## config.mk

```make
export PLATFORM = sky130hd
export DESIGN_NAME = writeback_block
export DESIGN_NICKNAME = d
export VERILOG_FILES = /design/src/rtl/writeback_block.sv
export SDC_FILE = /design/constraint.sdc
export NUM_CORES = 1
export LEC_CHECK = 0
export ABC_CLOCK_PERIOD_IN_PS = 3350
export BUFFER_PORTS_ARGS = -buffer_cell sky130_fd_sc_hd__buf_2
export CORE_ASPECT_RATIO = 1.2
export CORE_UTILIZATION = 35
export DETAILED_ROUTE_END_ITERATION = 7
export PLACE_DENSITY_LB_ADDON = 0.1
export SETUP_SLACK_MARGIN = 0.05
export SLEW_MARGIN = 30
export SYNTH_ARGS = -nofsm -noshare
export SYNTH_HDL_FRONTEND = slang
export SYNTH_SLANG_ARGS = --single-unit
```

## constraint.sdc

```tcl
create_clock -name clk_i -period 3.35 [get_ports clk_i]
set_clock_uncertainty 0.15 [all_clocks]
set_input_delay 0.335 -clock clk_i [delete_from_list [all_inputs] [get_ports clk_i]]
set_output_delay 0.335 -clock clk_i [all_outputs]
set_load 0.01 [all_outputs]
```

## src/rtl/writeback_block.sv

```systemverilog
// Final pipeline stage: selects ALU or load data, drives the register-file write port and the
// forwarding bus, commits writeback-resolved branches as a registered PC redirect, then squashes
// wrong-path instructions for FLUSH_CYCLES cycles.
// Control encodings (1 bit each): reg_data_ctrl_sig_i 1 = MEM_DATA, 0 = ALU data;
// reg_file_write_en_i 1 = WRITE; branch_from_wb_i 1 = BRANCH.
`timescale 1ns/1ps
module writeback_block #(
    parameter int unsigned FLUSH_CYCLES = 3,
    parameter int unsigned CNT_WIDTH    = 32,
    parameter int unsigned ADDR_WIDTH   = 4,
    parameter int unsigned WORD_WIDTH   = 32
) (
    input  logic                  clk_i,
    input  logic                  reset_n_i,
    input  logic                  is_valid_i,
    input  logic                  reg_data_ctrl_sig_i,
    input  logic                  reg_file_write_en_i,
    input  logic                  branch_from_wb_i,
    input  logic [ADDR_WIDTH-1:0] reg_dest_addr_i,
    input  logic [WORD_WIDTH-1:0] mem_data_i,
    input  logic [WORD_WIDTH-1:0] alu_data_i,
    output logic                  rf_write_en_o,
    output logic [ADDR_WIDTH-1:0] rf_write_addr_o,
    output logic [WORD_WIDTH-1:0] rf_write_data_o,
    output logic                  fwd_valid_o,
    output logic [ADDR_WIDTH-1:0] fwd_addr_o,
    output logic [WORD_WIDTH-1:0] fwd_data_o,
    output logic                  branch_valid_o,
    output logic [WORD_WIDTH-1:0] branch_target_o,
    output logic                  flush_o,
    output logic [CNT_WIDTH-1:0]  retired_count_o
);

    localparam logic MEM_DATA = 1'b1;
    localparam logic WRITE    = 1'b1;
    localparam logic BRANCH   = 1'b1;

    localparam logic [ADDR_WIDTH-1:0] PC_ADDR    = ADDR_WIDTH'(15);
    localparam logic [2:0]            FLUSH_INIT = 3'(FLUSH_CYCLES);

    typedef enum logic {StRun, StFlush} state_t;

    state_t                r_state;
    state_t                w_state_d;
    logic [2:0]            r_flush_cnt;
    logic [2:0]            w_flush_cnt_d;
    logic                  r_branch_valid;
    logic [WORD_WIDTH-1:0] r_branch_target;
    logic                  r_flush;
    logic [CNT_WIDTH-1:0]  r_retired;

    logic [WORD_WIDTH-1:0] w_wb_data;
    logic                  w_commit;
    logic                  w_rf_we;
    logic                  w_take_branch;

    // Datapath select and commit qualification; squashed instructions are invisible.
    always_comb begin
        w_wb_data     = (reg_data_ctrl_sig_i == MEM_DATA) ? mem_data_i : alu_data_i;
        w_commit      = is_valid_i && (r_state == StRun);
        // r15 is only ever changed through the redirect path, never the RF port.
        w_rf_we       = w_commit && (reg_file_write_en_i == WRITE)
                        && (reg_dest_addr_i != PC_ADDR);
        w_take_branch = w_commit && (branch_from_wb_i == BRANCH);
    end

    // Flush FSM next-state: a committed branch arms the counter, FLUSH counts down to RUN.
    always_comb begin
        w_state_d     = r_state;
        w_flush_cnt_d = r_flush_cnt;
        unique case (r_state)
            StRun: begin
                if (w_take_branch) begin
                    w_state_d     = StFlush;
                    w_flush_cnt_d = FLUSH_INIT;
                end
            end
            StFlush: begin
                w_flush_cnt_d = r_flush_cnt - 3'd1;
                if (r_flush_cnt == 3'd1) begin
                    w_state_d = StRun;
                end
            end
            default: begin
                w_state_d     = StRun;
                w_flush_cnt_d = 3'd0;
            end
        endcase
    end

    // State, redirect, flush flag and retired counter registers.
    always_ff @(posedge clk_i or negedge reset_n_i) begin
        if (!reset_n_i) begin
            r_state         <= StRun;
            r_flush_cnt     <= 3'd0;
            r_branch_valid  <= 1'b0;
            r_branch_target <= '0;
            r_flush         <= 1'b0;
            r_retired       <= '0;
        end else begin
            r_state        <= w_state_d;
            r_flush_cnt    <= w_flush_cnt_d;
            r_branch_valid <= w_take_branch;
            if (w_take_branch) begin
                // Clear the Thumb bit; the target holds between redirects.
                r_branch_target <= {w_wb_data[WORD_WIDTH-1:1], 1'b0};
            end
            // flush_o mirrors the registered state so it is high exactly in FLUSH.
            r_flush   <= (w_state_d == StFlush);
            r_retired <= r_retired + CNT_WIDTH'(w_commit);
        end
    end

    // Output wiring; forwarding bus is the RF write port by construction.
    always_comb begin
        rf_write_en_o   = w_rf_we;
        rf_write_addr_o = reg_dest_addr_i;
        rf_write_data_o = w_wb_data;
        fwd_valid_o     = w_rf_we;
        fwd_addr_o      = reg_dest_addr_i;
        fwd_data_o      = w_wb_data;
        branch_valid_o  = r_branch_valid;
        branch_target_o = r_branch_target;
        flush_o         = r_flush;
        retired_count_o = r_retired;
    end

endmodule

```

==> flow_summary_export.csv, run 1 <==
group,metric,value,unit
outcome,status,"complete, but fails checks",
outcome,violations,"negative hold slack",
route,wirelength,8360,um
global_route,antenna_found_initial,0,
synth,syn-cell-area,3550,um^2
worst_setup_path,r2r_cells,6,
clock_tree,hold_buffers,0,
route,route.detailed.drc,0,
global_route,grt_pass1_wl,12900,um
clock_tree,ctsHtreeMaxLevel,3,
pwr,cellInternalPower,0.00208,W
sta,slew_headroom,0.521,
synth,yosysUniqueCellTypes,30,
die,die_w,93.9,um
route,avgViaCountPerCell,4.68,
worst_setup_path,cpPeakStageDelay,0.49,ns
global_route,grt_pass1_vias,2517,
sta,hold_violations,68,
clock_tree,ctsResizeCount,0,
hold_path,hold_class,"in -> async",
sta,period_share,0.678,
sta,rsz0062_at_grt,"false",
worst_setup_path,critical_path_class,"reg -> reg",
sta,setup_viol,0,
place,place_ws,1.04,ns
pwr,ir_worst_vdd,0.000268,V
route,antenna_left,0,
sta,slew_violations,0,
clock_tree,cts_tree,"yes",
die,start_util,0.367,
clock_tree,cts_sinks,68,
clock_tree,numCtsBuffers,9,
clock_tree,clockBufferDepth,2,
pwr,power_frac_comb,0.310,
synth,avgSynthCellArea,12.3,um^2
place,io_buffer_count,212,
global_route,grt-ovfl-total,0,
global_route,grtUsageTotal,0.159,
worst_setup_path,crit_fanout,12,
die,num_rows,39,
clock_tree,cts-root-buf,"clkbuf_16",
place,gp_congestion,0.745,
sta,fin_crit,2.27,ns
die,core_area,9660,um^2
finish,antennaDiodeCount,0,
route,wl_per_cell,14.2,um
die,die_y,112,um
place,placed_area,4380,um^2
pwr,clkPwrFrac,0.283,
synth,yosysWarnings,0,
sta,fmax,440,MHz
place,hpwl,6310,um
pwr,power.switching,0.000929,W
synth,syn-num-nets,368,
worst_setup_path,path_common_cell,"ha_1",
clock_tree,post-cts-setup-buffer-count,0,
clock_tree,clk_latency,0.32,ns
sta,holdWs,-0.0441,ns
clock_tree,cts.clk_slew.worst_paths,0.05,ns
finish,num-nets-final,541,
job,drv_cap,0,
worst_setup_path,start_kind,"flip-flop",
finish,fill_cells,936,
worst_setup_path,reg2reg_to,"retired_count_o[24]",
pwr,leakagePower,2.42,nW
worst_setup_path,cp.arrival,2.32,ns
finish,final_cell_area,4650,um^2
pwr,powerDensity,646,nW/um^2
route,drt_iter0_markers,69,
worst_setup_path,path_cells,"nor2b_1 > ha_1 > ha_1 > and4_1 > nand4_1 > xnor2_1",
sta,worst_pin_slew,0.718,ns
die,die_area,10500,um^2
synth,synth-seq-cells,68,
finish,drive_gt1_frac,0.616,
worst_setup_path,reg2reg_slack,1.08,ns
pwr,switching_share,0.309,
worst_setup_path,crit_slowest_cell,"and4_1",
finish,synthToLayoutAreaGrowth,31.3,%
sta,fin_setup_tns,0,ns
global_route,grt_max_degree,69,
route,drtPass1Iterations,4,
worst_setup_path,cp.required,3.40,ns
sta,finalWorstSetupSlack,1.08,ns
finish,final_util,0.482,
synth,postSynthCellCount,289,
pwr,pwr-share-seq,0.407,
route,via_count,2755,
synth,ys_seq_area_frac,0.480,
worst_setup_path,rr_startpoint,"flush_o",
die,io_pins,214,
worst_setup_path,endpoint_kind,"flip-flop",
==> worst max-delay path, delay by kind of cell, from the launching register on <==
kind,cells,cell delay (ns)
xor+xnor,1,0.17
simple gates,3,0.92
flops,1,0.45
fa+ha+maj,2,0.45
==> through the flow <==
| stage | power, W | cells |
|---|---|---|
| final | 0.00301 | 589 |
| after global routing | 0.00320 | 589 |
| after CTS | 0.00307 | 589 |
| after detailed placement | 0.00219 | 574 |
| after global placement | 0.00218 | 574 |
| after floorplan | 0.00180 | 289 |
==> kinds of logic (layout without fill, tap and decap cells) <==
kind of cell             Yosys count  after routing  synth area share
other                              1              1           0.00106
AO/OA/AOI/OAI                      4              4           0.00741
adder cells (fa/ha/maj)            5              5            0.0176
multiplexers                      63             63             0.200
flip-flops                        68             68             0.480
buffers and inverters             54            231             0.114
AND/OR/NAND/NOR                   63             63             0.104
XOR/XNOR                          31             31            0.0766
==> per-layer routing <==
metal | global-route usage | routed length, um
met3 | 0.0515 | 877
met1 | 0.199 | 3390
met4 | 0.0585 | 91
met5 | 0 | 0
met2 | 0.254 | 4010
==> worst max path at each step <==
stage | startpoint | end | slack [ns] | depth (start not counted)
after global routing | flush_o | retired_count_o[24] | 0.79 | 6
after global placement | flush_o | retired_count_o[24] | 1.13 | 6
after detailed placement | flush_o | retired_count_o[24] | 1.04 | 6
after floorplan | flush_o | retired_count_o[24] | 1.36 | 7
after CTS | flush_o | retired_count_o[24] | 1.02 | 6
final | flush_o | retired_count_o[24] | 1.08 | 6
==> final cells by class <==
| cell class | count | area [um^2] | area share |
|---|---|---|---|
| clock buffers | 13 | 260 | 0.0559 |
| clock inverters | 2 | 10.0 | 0.00215 |
| inverters | 2 | 7.51 | 0.00161 |
| multi-input cells | 167 | 1440 | 0.310 |
| flip-flops and latches | 68 | 1700 | 0.366 |
| well taps | 123 | 154 | 0.0331 |
| repair buffers | 214 | 1080 | 0.232 |
==> power groups by stage <==
stage	Clock, W	Combinational, W	Sequential [W]
after floorplan	0	0.000448	0.00135
after global placement	0	0.000949	0.00123
after detailed placement	0	0.000954	0.00124
after CTS	0.000884	0.000956	0.00123
after global routing	0.000908	0.00103	0.00127
final	0.000852	0.000933	0.00122
==> layout by cell type, fill, tap and decap left out, types with 5 or more instances in the layout <==
| master | count |
|---|---|
| xor2_1 | 5 |
| nand2_1 | 10 |
| and4_1 | 5 |
| mux2_2 | 56 |
| xnor2_1 | 26 |
| buf_2 | 212 |
| nand3_1 | 14 |
| nor2_1 | 6 |
| and3_1 | 5 |
| mux2_1 | 7 |
| ha_1 | 5 |
| clkbuf_16 | 9 |
| dfrtp_1 | 68 |
| nand4_1 | 13 |
==> flip-flops by register name, indices dropped and copies added, names as in the netlist <==
register / flops
flush_o: 1
branch_target_o: 31
branch_valid_o: 1
r_flush_cnt: 3
retired_count_o: 32
==> synth_stat cells <==
library cell / n / share of area
dfrtp_1: 68 / 0.48
mux2_2: 56 / 0.18
buf_4: 42 / 0.089
xnor2_1: 26 / 0.064
nand3_1: 14 / 0.020
nand4_1: 13 / 0.023
nand2_1: 10 / 0.011
mux2_1: 7 / 0.022
nor2_1: 6 / 0.0064
and3_1: 5 / 0.0088
and4_1: 5 / 0.012
buf_6: 5 / 0.016
ha_1: 5 / 0.018
xor2_1: 5 / 0.012
buf_2: 4 / 0.0056
a21oi_1: 2 / 0.0028
inv_1: 2 / 0.0021
nor3_1: 2 / 0.0028
a21o_1: 1 / 0.0021
a41oi_1: 1 / 0.0025
and2_1: 1 / 0.0018
and3_2: 1 / 0.0021
and4_2: 1 / 0.0028
clkbuf_1: 1 / 0.0011
conb_1: 1 / 0.0011
nand2b_1: 1 / 0.0018
nand4_2: 1 / 0.0035
nor2b_1: 1 / 0.0018
nor3_4: 1 / 0.0046
nor4_1: 1 / 0.0018
Power figures use the tool's default switching activity.
==> run 2, diff against run 1 <==
- ABC_CLOCK_PERIOD_IN_PS: 3350 -> 2300
- clock period: 3.35 -> 2.3 ns (I/O delays scaled with it)
==> run 2 against run 1 <==
Compared with the run above:
- hold slack better by 0.19 ns
- largest power group unchanged
- clock power up 48%
- setup slack got worse by 0.74 ns
- wire length shrank 1.9%
- cell area increased by 1.5%
- sequential share of layout area is 0.53 points lower
- highest routed layer unchanged
- the run now ends clean
==> flow_summary_export.csv, run 2 (synthesis results as in run 1) <==
group,metric,value,unit
outcome,status,"complete, no violations",
worst_setup_path,cp.required,2.35,ns
pwr,switching_share,0.303,
clock_tree,clk_latency,0.32,ns
worst_setup_path,reg2reg_to,"retired_count_o[24]",
die,die_w,93.9,um
clock_tree,ctsHtreeMaxLevel,3,
route,drtPass1Iterations,4,
die,core_area,9660,um^2
clock_tree,cts-root-buf,"clkbuf_16",
finish,fill_cells,913,
hold_path,worstHoldPathCells,3,
clock_tree,numCtsBuffers,9,
finish,final_common_cell,"buf_2",
hold_path,hp-start,"alu_data_i[22]",
worst_setup_path,crit_slowest_cell,"and4_2",
route,via_count,2734,
finish,multi_input_area,1440,um^2
pwr,power,0.00441,W
worst_setup_path,reg2reg_slack,0.33,ns
worst_setup_path,critical_path_class,"reg -> reg",
worst_setup_path,path_delay_family,"simple AND/OR/NAND/NOR gates",
clock_tree,cts_tree,"yes",
sta,fin_setup_tns,0,ns
pwr,power.switching,0.00134,W
global_route,grt-ovfl-total,0,
sta,slew_headroom,0.612,
pwr,ir_worst_vdd,0.000385,V
finish,num-nets-final,546,
route,wirelength,8210,um
route,route.detailed.drc,0,
sta,rsz0062_at_grt,"false",
worst_setup_path,start_kind,"flip-flop",
worst_setup_path,path_cells,"nor2b_1 > ha_1 > ha_1 > and4_2 > nand4_1 > xnor2_1",
worst_setup_path,cpPeakStageDelay,0.41,ns
finish,largest_reg_flops,32,
finish,final_util,0.489,
die,io_pins,214,
clock_tree,cts_sinks,68,
pwr,cellInternalPower,0.00307,W
die,die_y,112,um
sta,fmax,509,MHz
job,drv_cap,0,
place,io_buffer_count,212,
sta,hold_violations,0,
global_route,grtUsageTotal,0.150,
sta,setup_viol,0,
worst_setup_path,cp.arrival,2.02,ns
sta,period_share,0.855,
route,drt_iter0_markers,59,
pwr,leakagePower,2.45,nW
global_route,antenna_found_initial,0,
die,start_util,0.367,
hold_path,hold_class,"in -> reg",
place,placed_area,4440,um^2
pwr,power_frac_comb,0.315,
finish,seqCellArea,1700,um^2
worst_setup_path,endpoint_kind,"flip-flop",
clock_tree,clockBufferDepth,2,
hold_path,holdPathEnd,"branch_target_o[22]",
global_route,grt_pass1_wl,12000,um
clock_tree,post-cts-setup-buffer-count,0,
global_route,grt_pass1_vias,2368,
worst_setup_path,r2r_cells,6,
sta,fin_crit,1.97,ns
worst_setup_path,path_common_cell,"ha_1",
die,die_area,10500,um^2
worst_setup_path,rr_startpoint,"flush_o",
pwr,pwr-share-seq,0.400,
place,gp_congestion,0.746,
die,num_rows,39,
finish,final_cell_mix,"buf_2, dfrtp_1, mux2_2",
finish,final_cell_area,4720,um^2
finish,drive_gt1_frac,0.623,
pwr,powerDensity,934,nW/um^2
pwr,clkPwrFrac,0.285,
route,avgViaCountPerCell,4.61,
route,antenna_left,0,
worst_setup_path,path_buf_inv,0,
place,hpwl,6280,um
clock_tree,cts.clk_slew.worst_paths,0.05,ns
finish,antennaDiodeCount,0,
sta,slew_violations,0,
sta,worst_pin_slew,0.580,ns
route,wl_per_cell,13.8,um
global_route,grt_max_degree,69,
worst_setup_path,crit_fanout,12,
finish,synthToLayoutAreaGrowth,33.2,%
[run 2: per-layer routing]
metal / share of wire / track usage
met5: 0 / 0
met4: 0.013 / 0.0585
met3: 0.11 / 0.0603
met2: 0.47 / 0.235
met1: 0.41 / 0.184
[run 2: stage by stage]
step	setup WS (ns)	instances	hold WS [ns]
CTS	0.158	593	0.138
detailed placement	0.191	578	0.133
floorplan	0.312	289	-0.216
finish	0.334	593	0.143
global placement	0.229	578	0.133
global route	0.165	593	0.149
[run 2: layout make-up]
class	count	area share
Clock buffer	12	0.0564
Inverter	2	0.00159
Sequential cell	68	0.360
Multi-Input combinational cell	167	0.305
Tap cell	123	0.0326
Clock inverter	2	0.00212
Timing Repair Buffer	219	0.242
[run 2: timing repair]
action                     in CTS  in global routing
setup endpoints to repair       0                  2
resized for setup               0                  1
hold endpoints to repair       68                  0
hold buffers                    1                  0
[run 2: worst max path at each step]
| stage | start | end | slack (ns) | cells after the start |
|---|---|---|---|---|
| finish | flush_o | retired_count_o[24] | 0.33 | 6 |
| global route | flush_o | retired_count_o[24] | 0.17 | 6 |
| CTS | flush_o | retired_count_o[24] | 0.16 | 6 |
| detailed placement | flush_o | retired_count_o[24] | 0.19 | 6 |
| global placement | flush_o | retired_count_o[24] | 0.23 | 6 |
| floorplan | flush_o | retired_count_o[24] | 0.31 | 7 |
[run 2: power groups by stage]
stage	combinational [W]	clock [W]	sequential, W
after floorplan	0.000652	0	0.00197
after global placement	0.00142	0	0.00178
after detailed placement	0.00142	0	0.00179
after CTS	0.00142	0.00130	0.00177
after global routing	0.00151	0.00136	0.00182
final	0.00139	0.00126	0.00177
[run 2: worst reg2reg max path, cell delays in order (launching register included)]
cell and delay (ns):
dfrtp_1 0.37, nor2b_1 0.17, ha_1 0.20, ha_1 0.22, and4_2 0.41, nand4_1 0.16, xnor2_1 0.17
==> run 3, diff against run 2 <==
- ABC_CLOCK_PERIOD_IN_PS: 2300 -> 1700
- clock period: 2.3 -> 1.7 ns (I/O delays scaled with it)
==> run 3 against run 2 <==
Compared with the run above:
- register-to-register slack got worse by 0.33 ns
- count of clock-buffer cells in the layout up 3
- final cell count rose by 2.0%
- maximum frequency grew 16%
- total power rose by 42%
- die area unchanged
- sequential power up 38%
- core utilization rose by 2.6 points
- cell area is 5.2% higher
- non-clock buffer count is 9 higher
- global-route usage increased by 3.2 points
- hold slack worse by 0.064 ns
==> flow_summary_export.csv, run 3 (synthesis results as in run 1) <==
group,metric,value,unit
outcome,status,"complete, no violations",
sta,setup_viol,0,
global_route,grtUsageTotal,0.182,
sta,finalWorstSetupSlack,0.00395,ns
hold_path,hold_class,"in -> reg",
route,wl_per_cell,15.4,um
worst_setup_path,path_cells,"nor2b_4 > ha_4 > ha_4 > and4_4 > nand4_1 > xnor2_1",
sta,fin_crit,1.70,ns
sta,slew_violations,0,
finish,num-nets-final,556,
route,via_count,2816,
die,num_rows,39,
die,start_util,0.367,
route,avgViaCountPerCell,4.65,
worst_setup_path,critical_path_class,"reg -> reg",
worst_setup_path,cpPeakStageDelay,0.42,ns
route,wirelength,9340,um
global_route,grt_max_degree,69,
global_route,grt-ovfl-total,0,
clock_tree,numCtsBuffers,9,
route,drt_iter0_markers,78,
worst_setup_path,path_common_cell,"ha_4",
global_route,antenna_found_initial,1,
route,antenna_left,0,
global_route,grt_pass1_wl,14400,um
place,gp_congestion,0.706,
worst_setup_path,start_kind,"flip-flop",
sta,rsz0062_at_grt,"true",
pwr,powerDensity,1260,nW/um^2
pwr,ir_worst_vdd,0.000617,V
route,drtPass1Iterations,4,
die,core_area,9660,um^2
place,hpwl,6830,um
worst_setup_path,cp.arrival,1.76,ns
die,die_w,93.9,um
die,die_area,10500,um^2
finish,fill_cells,895,
finish,final_util,0.514,
sta,hold_violations,0,
worst_setup_path,cp.required,1.76,ns
route,route.detailed.drc,0,
finish,final_cell_mix,"buf_2, dfrtp_1, mux2_2",
finish,drive_gt1_frac,0.662,
finish,final_common_cell,"buf_2",
die,io_pins,214,
clock_tree,cts.clk_slew.worst_paths,0.05,ns
worst_setup_path,endpoint_kind,"flip-flop",
finish,synthToLayoutAreaGrowth,40.2,%
die,die_y,112,um
clock_tree,cts_tree,"yes",
pwr,leakagePower,2.53,nW
clock_tree,ctsHtreeMaxLevel,3,
place,place_ws,-0.0630,ns
global_route,grt_pass1_vias,2834,
clock_tree,cts_sinks,68,
worst_setup_path,crit_fanout,6,
finish,final_cells,605,
finish,largest_reg_flops,32,
job,drv_cap,0,
place,dp_cells,585,
place,io_buffer_count,212,
worst_setup_path,crit_slowest_cell,"dfrtp_2",
finish,antennaDiodeCount,0,
sta,period_share,0.998,
clock_tree,clockBufferDepth,2,
clock_tree,cts-root-buf,"clkbuf_16",
clock_tree,clk_latency,0.32,ns
sta,fmax,590,MHz
## run 3: changes by cell type in the layout (fill, tap and decap cells not counted), moves of 3 or more
cell      delta
nand3_2      +6
nand2_1      -3
clkbuf_1     +4
nand2_2      +3
buf_4        +6
nand3_1      -6
## run 3: timing repair
action,CTS,global route
endpoints found under the setup margin,27,53
gates resized for setup,7,7
gates cloned,1,1
hold buffers,1,0
hold endpoints to repair,68,0
buffers inserted,0,1
pin swaps,9,13
## run 3: layout make-up
type	count	area (um^2)	area share
Tap cell	123	154	0.0310
Timing Repair Buffer	228	1250	0.252
Clock buffer	15	268	0.0539
Sequential cell	68	1700	0.343
Multi-Input combinational cell	168	1560	0.313
Inverter	2	7.51	0.00151
Clock inverter	1	30.0	0.00604
## run 3: final timing paths
check,from,endpoint,slack [ns],depth (start not counted)
min in group asynchronous,reset_n_i,retired_count_o[24],0.23,3
max,flush_o,retired_count_o[24],0.004,6
min,alu_data_i[30],branch_target_o[30],0.08,3
max in group asynchronous,reset_n_i,flush_o,0.86,3
max reg2reg,flush_o,retired_count_o[24],0.004,6
min reg2reg,branch_target_o[30],branch_target_o[30],0.34,1
## run 3: worst max-delay path, delay by kind of cell, from the launching register on
| kind | cells | cell delay (ns) |
|---|---|---|
| AND/OR/NAND/NOR | 3 | 0.54 |
| flip-flops | 1 | 0.42 |
| XOR/XNOR | 1 | 0.15 |
| adder cells (fa/ha/maj) | 2 | 0.32 |
## run 3: through the flow
stage          power, W  hold WS, ns  TNS, ns  instance area [um^2]
2_1_floorplan   0.00359       -0.276   -0.145                  3600
3_3_place_gp    0.00439       0.0729  -0.0410                  4560
3_5_place_dp    0.00443       0.0716   -0.410                  4560
4_1_cts         0.00635       0.0768        0                  4910
5_1_grt         0.00668       0.0948    -1.15                  4970
6_report        0.00627       0.0787        0                  4970
## run 3: where the power goes
part	switching, W	leakage [nW]	internal [W]
Sequential	0.000320	0.863	0.00212
Combinational	0.000958	1.53	0.00102
Clock	0.000639	0.144	0.00122
## run 3: routing by layer
layer / track usage / up-vias / wire length, um
met5: 0 / - / 0
met1: 0.212 / 1330 / 3720
met2: 0.298 / 124 / 4570
met3: 0.0583 / 12 / 872
met4: 0.0913 / 0 / 178
li1: - / 1350 / -
